`config.mk`:
```
export PLATFORM = sky130hd
export DESIGN_NAME = alu_writeback_stage
export DESIGN_NICKNAME = d
export VERILOG_FILES = /design/src/rtl/alu_pkg.sv /design/src/rtl/wb_skid_fifo.sv /design/src/rtl/alu_writeback_stage.sv
export SDC_FILE = /design/constraint.sdc
export NUM_CORES = 1
export LEC_CHECK = 0
export CELL_PAD_IN_SITES_DETAIL_PLACEMENT = 1
export CELL_PAD_IN_SITES_GLOBAL_PLACEMENT = 2
export CORE_MARGIN = 10
export CORE_UTILIZATION = 39
export CTS_CLUSTER_SIZE = 8
export DETAILED_ROUTE_END_ITERATION = 16
export DONT_BUFFER_PORTS = 1
export PLACE_DENSITY = 0.82
export SYNTH_ARGS = -nofsm -noshare
export SYNTH_HDL_FRONTEND = slang
export SYNTH_SLANG_ARGS = --single-unit
```
`constraint.sdc`:
```
create_clock -name clk -period 3.35 [get_ports clk]
set_input_delay 1.005 -clock clk [delete_from_list [all_inputs] [get_ports clk]]
set_output_delay 1.005 -clock clk [all_outputs]
set_load 0.1 [all_outputs]
```
`src/rtl/alu_pkg.sv`:
```
// Shared ALU opcode encoding, status-flag bit positions and opcode classification
// used by the ALU write-back stage.
package alu_pkg;

   typedef enum logic [3:0] {
      NOP         = 4'd0,
      MOV         = 4'd1,
      CMP         = 4'd2,
      TEST        = 4'd3,
      SHFT_L      = 4'd4,
      SHFT_R      = 4'd5,
      ADD         = 4'd6,
      ADC         = 4'd7,
      SUB         = 4'd8,
      SBB         = 4'd9,
      MUL         = 4'd10,
      AND         = 4'd11,
      OR          = 4'd12,
      XOR         = 4'd13,
      NOT         = 4'd14,
      CLEAR_FLAGS = 4'd15
   } alu_op_t;

   typedef enum logic [1:0] {
      CLS_WRITE,
      CLS_FLAGS_ONLY,
      CLS_NOP,
      CLS_CLEAR
   } op_class_t;

   localparam int unsigned FLAG_Z = 7;
   localparam int unsigned FLAG_S = 6;
   localparam int unsigned FLAG_C = 5;
   localparam int unsigned FLAG_O = 4;

   function automatic op_class_t alu_op_class(input alu_op_t op);
      case (op)
         NOP:         return CLS_NOP;
         CMP, TEST:   return CLS_FLAGS_ONLY;
         CLEAR_FLAGS: return CLS_CLEAR;
         default:     return CLS_WRITE;
      endcase
   endfunction

endpackage

```
`src/rtl/wb_skid_fifo.sv`:
```
// Two-entry skid FIFO buffering register-file write-backs; the head entry is
// presented continuously and only advances on pop.
module wb_skid_fifo #(
   parameter int unsigned WIDTH = 11
) (
   input  logic             clk,
   input  logic             rst,
   input  logic             push,
   input  logic [WIDTH-1:0] push_data,
   input  logic             pop,
   output logic [WIDTH-1:0] head_data,
   output logic             head_valid,
   output logic [1:0]       count
);

   logic [WIDTH-1:0] mem [2];
   logic             wr_ptr;
   logic             rd_ptr;

   always_ff @(posedge clk) begin
      if (rst) begin
         mem[0] <= '0;
         mem[1] <= '0;
         wr_ptr <= 1'b0;
         rd_ptr <= 1'b0;
         count  <= '0;
      end else begin
         if (push) begin
            mem[wr_ptr] <= push_data;
            wr_ptr      <= ~wr_ptr;
         end
         if (pop)
            rd_ptr <= ~rd_ptr;
         case ({push, pop})
            2'b10:   count <= count + 2'd1;
            2'b01:   count <= count - 2'd1;
            default: count <= count;
         endcase
      end
   end

   assign head_data  = mem[rd_ptr];
   assign head_valid = (count != 2'd0);

endmodule

```
`src/rtl/alu_writeback_stage.sv`:
```
// Registered stage after the ALU: owns the status-flags register, counts retired
// instructions and buffers write-backs. Optional macro: ALU_WB_BYPASS_EN.
module alu_writeback_stage
   import alu_pkg::*;
#(
   parameter int unsigned WORD_SIZE = 8,
   parameter int unsigned DEST_BITS = 3
) (
   input  logic                 clk,
   input  logic                 rst,
   input  logic                 in_valid,
   output logic                 in_ready,
   input  logic [3:0]           in_opcode,
   input  logic [WORD_SIZE-1:0] in_result,
   input  logic [7:0]           in_flags,
   input  logic [DEST_BITS-1:0] in_dest,
   output logic                 wb_valid,
   input  logic                 wb_ready,
   output logic [WORD_SIZE-1:0] wb_data,
   output logic [DEST_BITS-1:0] wb_dest,
   output logic [7:0]           status_flags,
   output logic [15:0]          retire_count
);

   localparam int unsigned ENTRY_W = WORD_SIZE + DEST_BITS;

   alu_op_t                op;
   op_class_t              cls;
   logic                   accept;
   logic                   is_write;
   logic                   push;
   logic                   pop;
   logic                   head_valid;
   logic [ENTRY_W-1:0]     head_data;
   logic [1:0]             count;
   logic [7:0]             flags_next;
   logic                   unused_flags;

   assign op           = alu_op_t'(in_opcode);
   assign cls          = alu_op_class(op);
   assign in_ready     = (count != 2'd2);
   assign accept       = in_valid && in_ready;
   assign is_write     = accept && (cls == CLS_WRITE);
   assign unused_flags = ^in_flags[3:0];

`ifdef ALU_WB_BYPASS_EN
   // An empty FIFO lets the incoming entry drive wb_* directly; it is only
   // buffered if the register file does not take it this cycle.
   logic bypass;
   assign bypass   = is_write && (count == 2'd0);
   assign wb_valid = head_valid || bypass;
   assign push     = is_write && !(bypass && wb_ready);
   assign pop      = head_valid && wb_ready;
   assign {wb_data, wb_dest} = (bypass && !head_valid) ? {in_result, in_dest} : head_data;
`else
   assign wb_valid = head_valid;
   assign push     = is_write;
   assign pop      = head_valid && wb_ready;
   assign {wb_data, wb_dest} = head_data;
`endif

   wb_skid_fifo #(
      .WIDTH(ENTRY_W)
   ) u_fifo (
      .clk        (clk),
      .rst        (rst),
      .push       (push),
      .push_data  ({in_result, in_dest}),
      .pop        (pop),
      .head_data  (head_data),
      .head_valid (head_valid),
      .count      (count)
   );

   always_comb begin
      flags_next = status_flags;
      if (accept) begin
         case (op)
            ADD, ADC, SUB, SBB, MUL, CMP: begin
               flags_next[FLAG_Z] = in_flags[FLAG_Z];
               flags_next[FLAG_S] = in_flags[FLAG_S];
               flags_next[FLAG_C] = in_flags[FLAG_C];
               flags_next[FLAG_O] = in_flags[FLAG_O];
            end
            SHFT_L, SHFT_R: begin
               flags_next[FLAG_Z] = in_flags[FLAG_Z];
               flags_next[FLAG_S] = in_flags[FLAG_S];
               flags_next[FLAG_C] = in_flags[FLAG_C];
               flags_next[FLAG_O] = 1'b0;
            end
            AND, OR, XOR, NOT, TEST: begin
               flags_next[FLAG_Z] = in_flags[FLAG_Z];
               flags_next[FLAG_S] = in_flags[FLAG_S];
               flags_next[FLAG_C] = 1'b0;
               flags_next[FLAG_O] = 1'b0;
            end
            CLEAR_FLAGS: flags_next = '0;
            default:     flags_next = status_flags;
         endcase
      end
      flags_next[3:0] = '0;
   end

   always_ff @(posedge clk) begin
      if (rst) begin
         status_flags <= '0;
         retire_count <= '0;
      end else begin
         status_flags <= flags_next;
         if (accept && (cls != CLS_NOP))
            retire_count <= retire_count + 16'd1;
      end
   end

endmodule
```
# Word level (Yosys, flattened, before mapping)
# Memory sizes are Yosys's and may differ from the RTL's. A register that Yosys moved wholly into a read port is not among the register bits.
# Index checks and enable logic that the tools add are counted.
# classes
reduce_logical	15
add_sub_neg	3
n_eq_ne	18
bitwise	2
muxes	13
# ops
op	n
4-bit equality test, second input constant	8
16-bit by 1-bit adder with 16-bit output, second input constant	1
4-bit by 3-bit equality test with 1-bit output, second input constant	4
4-bit one-hot mux with 4 select lines	1
11-bit 2-to-1 mux	1
11-bit OR reduction	1
1-bit 2-to-1 mux	9
4-bit by 2-bit equality test with 1-bit output, second input constant	2
2-bit one-hot mux with 3 select lines	1
6-bit OR reduction	1
5-bit OR reduction	1
1-bit logical AND	4
4-bit logical NOT	1
2-bit != test, second input constant	2
2-bit one-hot mux with 2 select lines	1
2-bit nonzero test	2
4-bit nonzero test	1
2-bit OR reduction	2
2-bit by 1-bit adder with 2-bit output, second input constant	1
2-bit by 1-bit equality test with 1-bit output, second input constant	1
2-bit equality test, second input constant	1
2-bit logical NOT	1
1-bit NOT	2
2-bit AND reduction	1
2-bit by 1-bit subtractor with 2-bit output, second input constant	1
# totals
mem_bits_rw	22
in_bits	27
regBits	28
word_cells	58
n_memories	1
out_inout_bits	37
# mem_list
memory	depth	width	rd	rd_ports_with_merged_regs	wr	line_no	source
u_fifo.mem	2	11	1	1	2	wb_skid_fifo.sv:16	logic [WIDTH-1:0] mem [2];

# Longest topological paths before layout
# Gate-level depths: netlist (run 1).
# logic_depth
depth_word	10
ltp_mapped	9
mapped_depth_nobuf	7

# By module
# From an unflattened synthesis (run 1), not the netlist that was laid out.
# unflattened
hier_cells	218
hier_area_um2	2223.4
# by_module_without_submodules
mod	seq_area_each_um2	n_inst	area_per_inst_um2	cells_each
wb_skid_fifo	760.7	1	1166.1	94
alu_writeback_stage	400.4	1	1057.3	124

# Worst setup path before layout (run 1)
# OpenSTA, ideal clock, no wires.
# synth_timing
kind	input -> register
startpoint	in in_opcode[2]
endpoint	reg u_fifo.count[1]
t_required_ns	3.280
t_arrival_ns	2.712
n_path_buf	2
setup_time_ns	0.070
path_slack_ns	0.567
stages	8
path_cell_list	buf_2 > or4_4 > nand3_4 > buf_6 > nand2b_1 > ha_1 > or3_1 > a21oi_1
# synth_between
elab_chain_cells	7
elab_cells_between_ends	12
cone_classes	eq/ne (5); mux (2); reduce/logical (5)
# synth_lines
item	line_no	source
from (decl)	alu_writeback_stage.sv:13	input logic [3:0] in_opcode,
4-bit by 2-bit equality test with 1-bit output	alu_pkg.sv:37	case (op)
2-bit OR reduction	alu_pkg.sv:37	
2-bit one-hot mux with 3 select lines (*)	alu_pkg.sv:37	
2-bit logical NOT (*)	alu_writeback_stage.sv:43	assign is_write = accept && (cls == CLS_WRITE);
1-bit logical AND (*)	alu_writeback_stage.sv:43	
2-bit by 1-bit equality test with 1-bit output or 2-bit equality test (tied branches)	wb_skid_fifo.sv:34	case ({push, pop})
2-bit one-hot mux with 2 select lines or 2-bit nonzero test (tied branches)	-	
to (signal assigned)	wb_skid_fifo.sv:35	2'b10: count <= count + 2'd1;
to (signal assigned)	wb_skid_fifo.sv:36	2'b01: count <= count - 2'd1;
to (signal assigned)	wb_skid_fifo.sv:37	default: count <= count;
to (decl)	wb_skid_fifo.sv:13	output logic [1:0] count
# Every way passes the cells marked *; elsewhere a longest branch is shown, timed or not.
# A chain may end at the register's enable or synchronous reset.

==> results.toml, run 1 <==
[cts]
postCtsHoldBufs = 0
clk_pin_slew_worst_paths_ps = 80
cts_root_buf = "clkbuf_8"
cts_tree = "yes"
cts_buffers = 5
insertion_delay_ps = 300
cts_buffer_depth = 2
cts_setup_buffers = 0
cts_max_level = 2
cts-resized-gates = 0
cts_sinks = 47

[grt]
grt_usage = 0.115
grt_pass1_vias = 1622
grtUsageMet3 = 0.0482
antenna_found_initial = 0
met1_usage = 0.118
top_usage_layer = "met2"
grtUsageMet2 = 0.206
grt_overflow = 0
grt_pass1_wl_um = 8220
grt_start_max_net_pins = 31

[detailed_routing]
vias = 1564
drc = 0
first_iter_violations = 36
viasPerCell = 5.53
ant_nets = 0
dr.pass1.iters = 4
wl_per_cell_um = 18.7
wirelength_um = 5290

[finish]
antenna-diode-count = 0
drive_gt1_frac = 0.237
finalNetCount = 239
final_common_cell = "dfxtp_1"
area_delta_synth_final_pct = 8.22
layout_common_cells = "dfxtp_1, edfxtp_1, a21oi_1"
fillers = 617

[critical_path]
endpoint_kind = "output pin"
cp_data_arrival_time_ps = 1550
critical-path-top-delay-family = "flip-flops"
crit_chain = "mux2_2"
critPathMaxStageDelay_ps = 630
cp_num_buf_inv = 0
cp_max_fo = 11
crit_path_start_kind = "flip-flop"
reg2reg_from = "u_fifo.count[0]"
path_class = "reg -> out"
slowest_stage = "dfxtp_1"
required_ps = 2340

[hold_path]
hold_path_startpoint = "u_fifo.rd_ptr"
hold_path_class = "reg -> reg"

[power_and_ir_drop]
power.leakage_uw = 0.000887
power_density_mw_per_mm2 = 733
ir_worst_vdd_mv = 0.560

[timing]
hold_violations = 0
worst_pin_slew_ps = 1110
rsz0062_at_grt = "false"
period_needed_ps = 2550
slew_viol_final = 0
fin_crit_sh = 0.762
fmax_ghz = 0.392
fin_tns_setup_ps = 0
relSlewSlack = 0.261
setup_ws_ps = 797
final-setup-viol-count = 0
skew_ps = 5.42

[floorplanning]
rows = 27
io-pin-count = 64
die_h_um = 96.0
initial_utilization = 0.407
coreArea_mm2 = 0.00554
chipWidth_um = 96.0
fp.dieArea_mm2 = 0.00922

[place]
gp_congestion = 0.720
place_hpwl_um = 4030
portBuffers = 0
pre_cts_slack_ps = 463

[synthesis]
synth_ff_type = "dfxtp_1"
synth.avg_cell_area_um2 = 11.2
ys_seq_area_frac = 0.515
netlist_instances = 202
async_flop_share = 0
yosysWarnings = 0
syn_area_mm2 = 0.00225
synthDistinctLibCells = 45
synth_edf_count = 22
ys_ff_latch = 47

[run_status]
run_status = "completed"

[job]
drv_cap = 0
[per-layer routing]
metal / share of wire / vias up
met5: 0 / -
met4: 0.012 / 0
met3: 0.072 / 5
met2: 0.54 / 35
met1: 0.37 / 781
li1: - / 743
[state kept, by name (all words and copies together), names as in the netlist, named ones only]
register       flops
u_fifo.mem        22
retire_count      16
status_flags       4
u_fifo.count       2
u_fifo.rd_ptr      1
u_fifo.wr_ptr      1
[path summary, 6_finish.rpt]
path / end / slack (ps) / cells past startpoint
setup / recovery: wb_data[0] / 800 / 1
hold / removal: u_fifo.rd_ptr / 520 / 2
setup reg to reg: u_fifo.mem[0][1] / 880 / 4
hold reg to reg: u_fifo.rd_ptr / 520 / 2
[synthesized netlist by cell type, types with 2 or more instances]
master	instances	area, um^2
dfxtp_1	25	500
edfxtp_1	22	661
a21oi_1	15	75.1
and2_1	12	75.1
nand2_1	12	45.0
mux2_2	11	124
and2_4	10	87.6
nor2_1	10	37.5
nand4_1	7	43.8
o21ai_0	6	30.0
o31ai_1	6	45.0
or3_1	6	37.5
or4_1	6	45.0
buf_4	5	37.5
xor2_1	5	43.8
and3_1	4	25.0
clkbuf_1	4	15.0
buf_6	3	33.8
nand3_1	3	15.0
ha_1	2	25.0
nor2b_1	2	12.5
or2_2	2	12.5
xnor2_1	2	17.5
[cell type report]
type	instances	area (um^2)	area share
multi-input combinational	144	1010	0.414
clock inverter	3	20.0	0.00821
timing repair buffer	12	90.1	0.0369
sequential	47	1160	0.476
clock buffer	5	68.8	0.0282
tap	72	90.1	0.0369
[per-stage QoR]
stage | hold WS, ps | total power [uW] | instance area [um^2] | cells | util
after floorplan | 461 | 1420 | 2260 | 205 | -
after CTS | 536 | 1810 | 2440 | 283 | 0.440
final | 523 | 1790 | 2440 | 283 | 0.440
after global routing | 562 | 1870 | 2440 | 283 | 0.440
after detailed placement | 514 | 1480 | 2350 | 275 | 0.424
after global placement | 471 | 1450 | 2350 | 275 | 0.424
[power breakdown]
part	switching [uW]	internal (uW)	total, uW
clock	191	146	336
sequential	80.4	669	750
combinational	570	132	703
[logic make-up (layout without fill, tap and decap cells)]
group | Yosys count | after routing | synth area share
AOI/OAI and AO/OA | 34 | 34 | 0.0944
xor gates and xnor gates | 7 | 7 | 0.0272
adders and majority gates | 2 | 2 | 0.0111
buffers and inverters | 14 | 20 | 0.0422
DFF | 47 | 47 | 0.515
muxes | 13 | 13 | 0.0661
other | 1 | 4 | 0.00166
and+or+nand+nor | 84 | 84 | 0.242
Power figures use the tool's default switching activity.
==> run 2: changes to the inputs <==
==> constraint.sdc (replaced) <==
create_clock -name clk -period 2.65 [get_ports clk]
set_input_delay 0.795 -clock clk [delete_from_list [all_inputs] [get_ports clk]]
set_output_delay 0.795 -clock clk [all_outputs]
set_load 0.1 [all_outputs]
==> results.toml, run 2 (synthesized netlist as in run 1, its figures left out) <==
[run_status]
run_status = "completed"

[detailed_routing]
wirelength_um = 5290
dr.pass1.iters = 4
ant_nets = 0
viasPerCell = 5.40
first_iter_violations = 23
drc = 0
wl_per_cell_um = 17.9
vias = 1594

[floorplanning]
die_h_um = 96.0
io-pin-count = 64
initial_utilization = 0.407
chipWidth_um = 96.0
fp.dieArea_mm2 = 0.00922
rows = 27
coreArea_mm2 = 0.00554

[hold_path]
hold_path_startpoint = "status_flags[4]"
hold_path_class = "reg -> reg"

[timing]
rsz0062_at_grt = "false"
hold_violations = 0
period_needed_ps = 2370
fin_tns_setup_ps = 0
final-setup-viol-count = 0
fin_crit_sh = 0.895
slew_viol_final = 0
fmax_ghz = 0.422
relSlewSlack = 0.303
skew_ps = 4.18
worst_pin_slew_ps = 1040

[critical_path]
critical-path-top-delay-family = "flip-flops"
slowest_stage = "dfxtp_1"
cp_data_arrival_time_ps = 1580
crit_path_start_kind = "flip-flop"
reg2reg_from = "u_fifo.count[0]"
crit_chain = "mux2_2"
endpoint_kind = "output pin"
cp_max_fo = 11
path_class = "reg -> out"
critPathMaxStageDelay_ps = 660
cp_num_buf_inv = 0
required_ps = 1860

[place]
place_hpwl_um = 4050
portBuffers = 0
gp_congestion = 0.767
place_inst = 287
placed_area_mm2 = 0.00244

[cts]
clk_pin_slew_worst_paths_ps = 90
cts_setup_buffers = 0
cts-resized-gates = 0
cts_buffer_depth = 2
cts_buffers = 5
cts_tree = "yes"
cts_root_buf = "clkbuf_8"
insertion_delay_ps = 290
cts_max_level = 2
postCtsHoldBufs = 0
cts_sinks = 47

[finish]
finalNetCount = 251
area_delta_synth_final_pct = 12.2
final_common_cell = "dfxtp_1"
postLayoutCoreUtil = 0.456
largest_reg_flops = 22
top_register = "u_fifo.mem"
drive_gt1_frac = 0.278
final_cell_count_no_fill = 295
top_regs = "u_fifo.mem: 22 flops, retire_count: 16 flops, status_flags: 4 flops"
layout_common_cells = "dfxtp_1, buf_4, edfxtp_1"
antenna-diode-count = 0
fin_area_mm2 = 0.00253

[job]
drv_cap = 0

[grt]
antenna_found_initial = 0
grt_pass1_wl_um = 8740
grt_pass1_vias = 1713
grt_overflow = 0
grt_start_max_net_pins = 31
grt_usage = 0.122

[power_and_ir_drop]
power.leakage_uw = 0.000950
power_density_mw_per_mm2 = 904
ir_worst_vdd_mv = 0.510
run 2: worst min-delay path: cells and delay by family (launching register included):
family	cells	cell delay [ps]
and+or+nand+nor	1	50
AOI/OAI and AO/OA	1	50
DFF	1	320
run 2: layout make-up:
cell class	count	area [um^2]
clock buffers	5	68.8
clock inverters	3	20.0
fillers	627	3010
multi-input cells	144	1010
flip-flops and latches	47	1160
well taps	72	90.1
repair buffers	24	180
run 2: metal layers:
layer | share of wire | track usage
met1 | 0.38 | 0.132
met5 | 0 | 0
met3 | 0.079 | 0.0444
met4 | 0.0059 | 0.0442
met2 | 0.53 | 0.212
run 2: path summary, 6_finish.rpt:
check | end | slack [ps] | depth (start not counted)
worst max register to register | retire_count[15] | 480 | 5
worst min register to register | status_flags[4] | 450 | 2
worst min-delay path | status_flags[4] | 450 | 2
worst max-delay path | wb_data[7] | 280 | 1
run 2: per-stage QoR:
| stage | worst slack, ps | total power [uW] | hold slack, ps |
|---|---|---|---|
| floorplan | 77.2 | 1790 | 461 |
| global placement | 73.1 | 1870 | 438 |
| detailed placement | 19.0 | 1890 | 444 |
| CTS | 250 | 2310 | 457 |
| global route | 186 | 2390 | 475 |
| finish | 279 | 2290 | 451 |
run 2: where the power goes:
part	switching, uW	leakage (uW)	internal [uW]
Combinational	766	0.000473	191
Sequential	60.6	0.000435	846
Clock	239	0.0000418	184
Total	1070	0.000950	1220
==> run 3: changes to the inputs <==
--- a/config.mk
+++ b/config.mk
@@ -9,7 +9,6 @@
 export CELL_PAD_IN_SITES_GLOBAL_PLACEMENT = 2
 export CORE_MARGIN = 10
 export CORE_UTILIZATION = 39
-export CTS_CLUSTER_SIZE = 8
 export DETAILED_ROUTE_END_ITERATION = 16
 export DONT_BUFFER_PORTS = 1
 export PLACE_DENSITY = 0.82
==> results of run 3 <==
The final DEF is identical to that of run 2; final timing and power are the same.
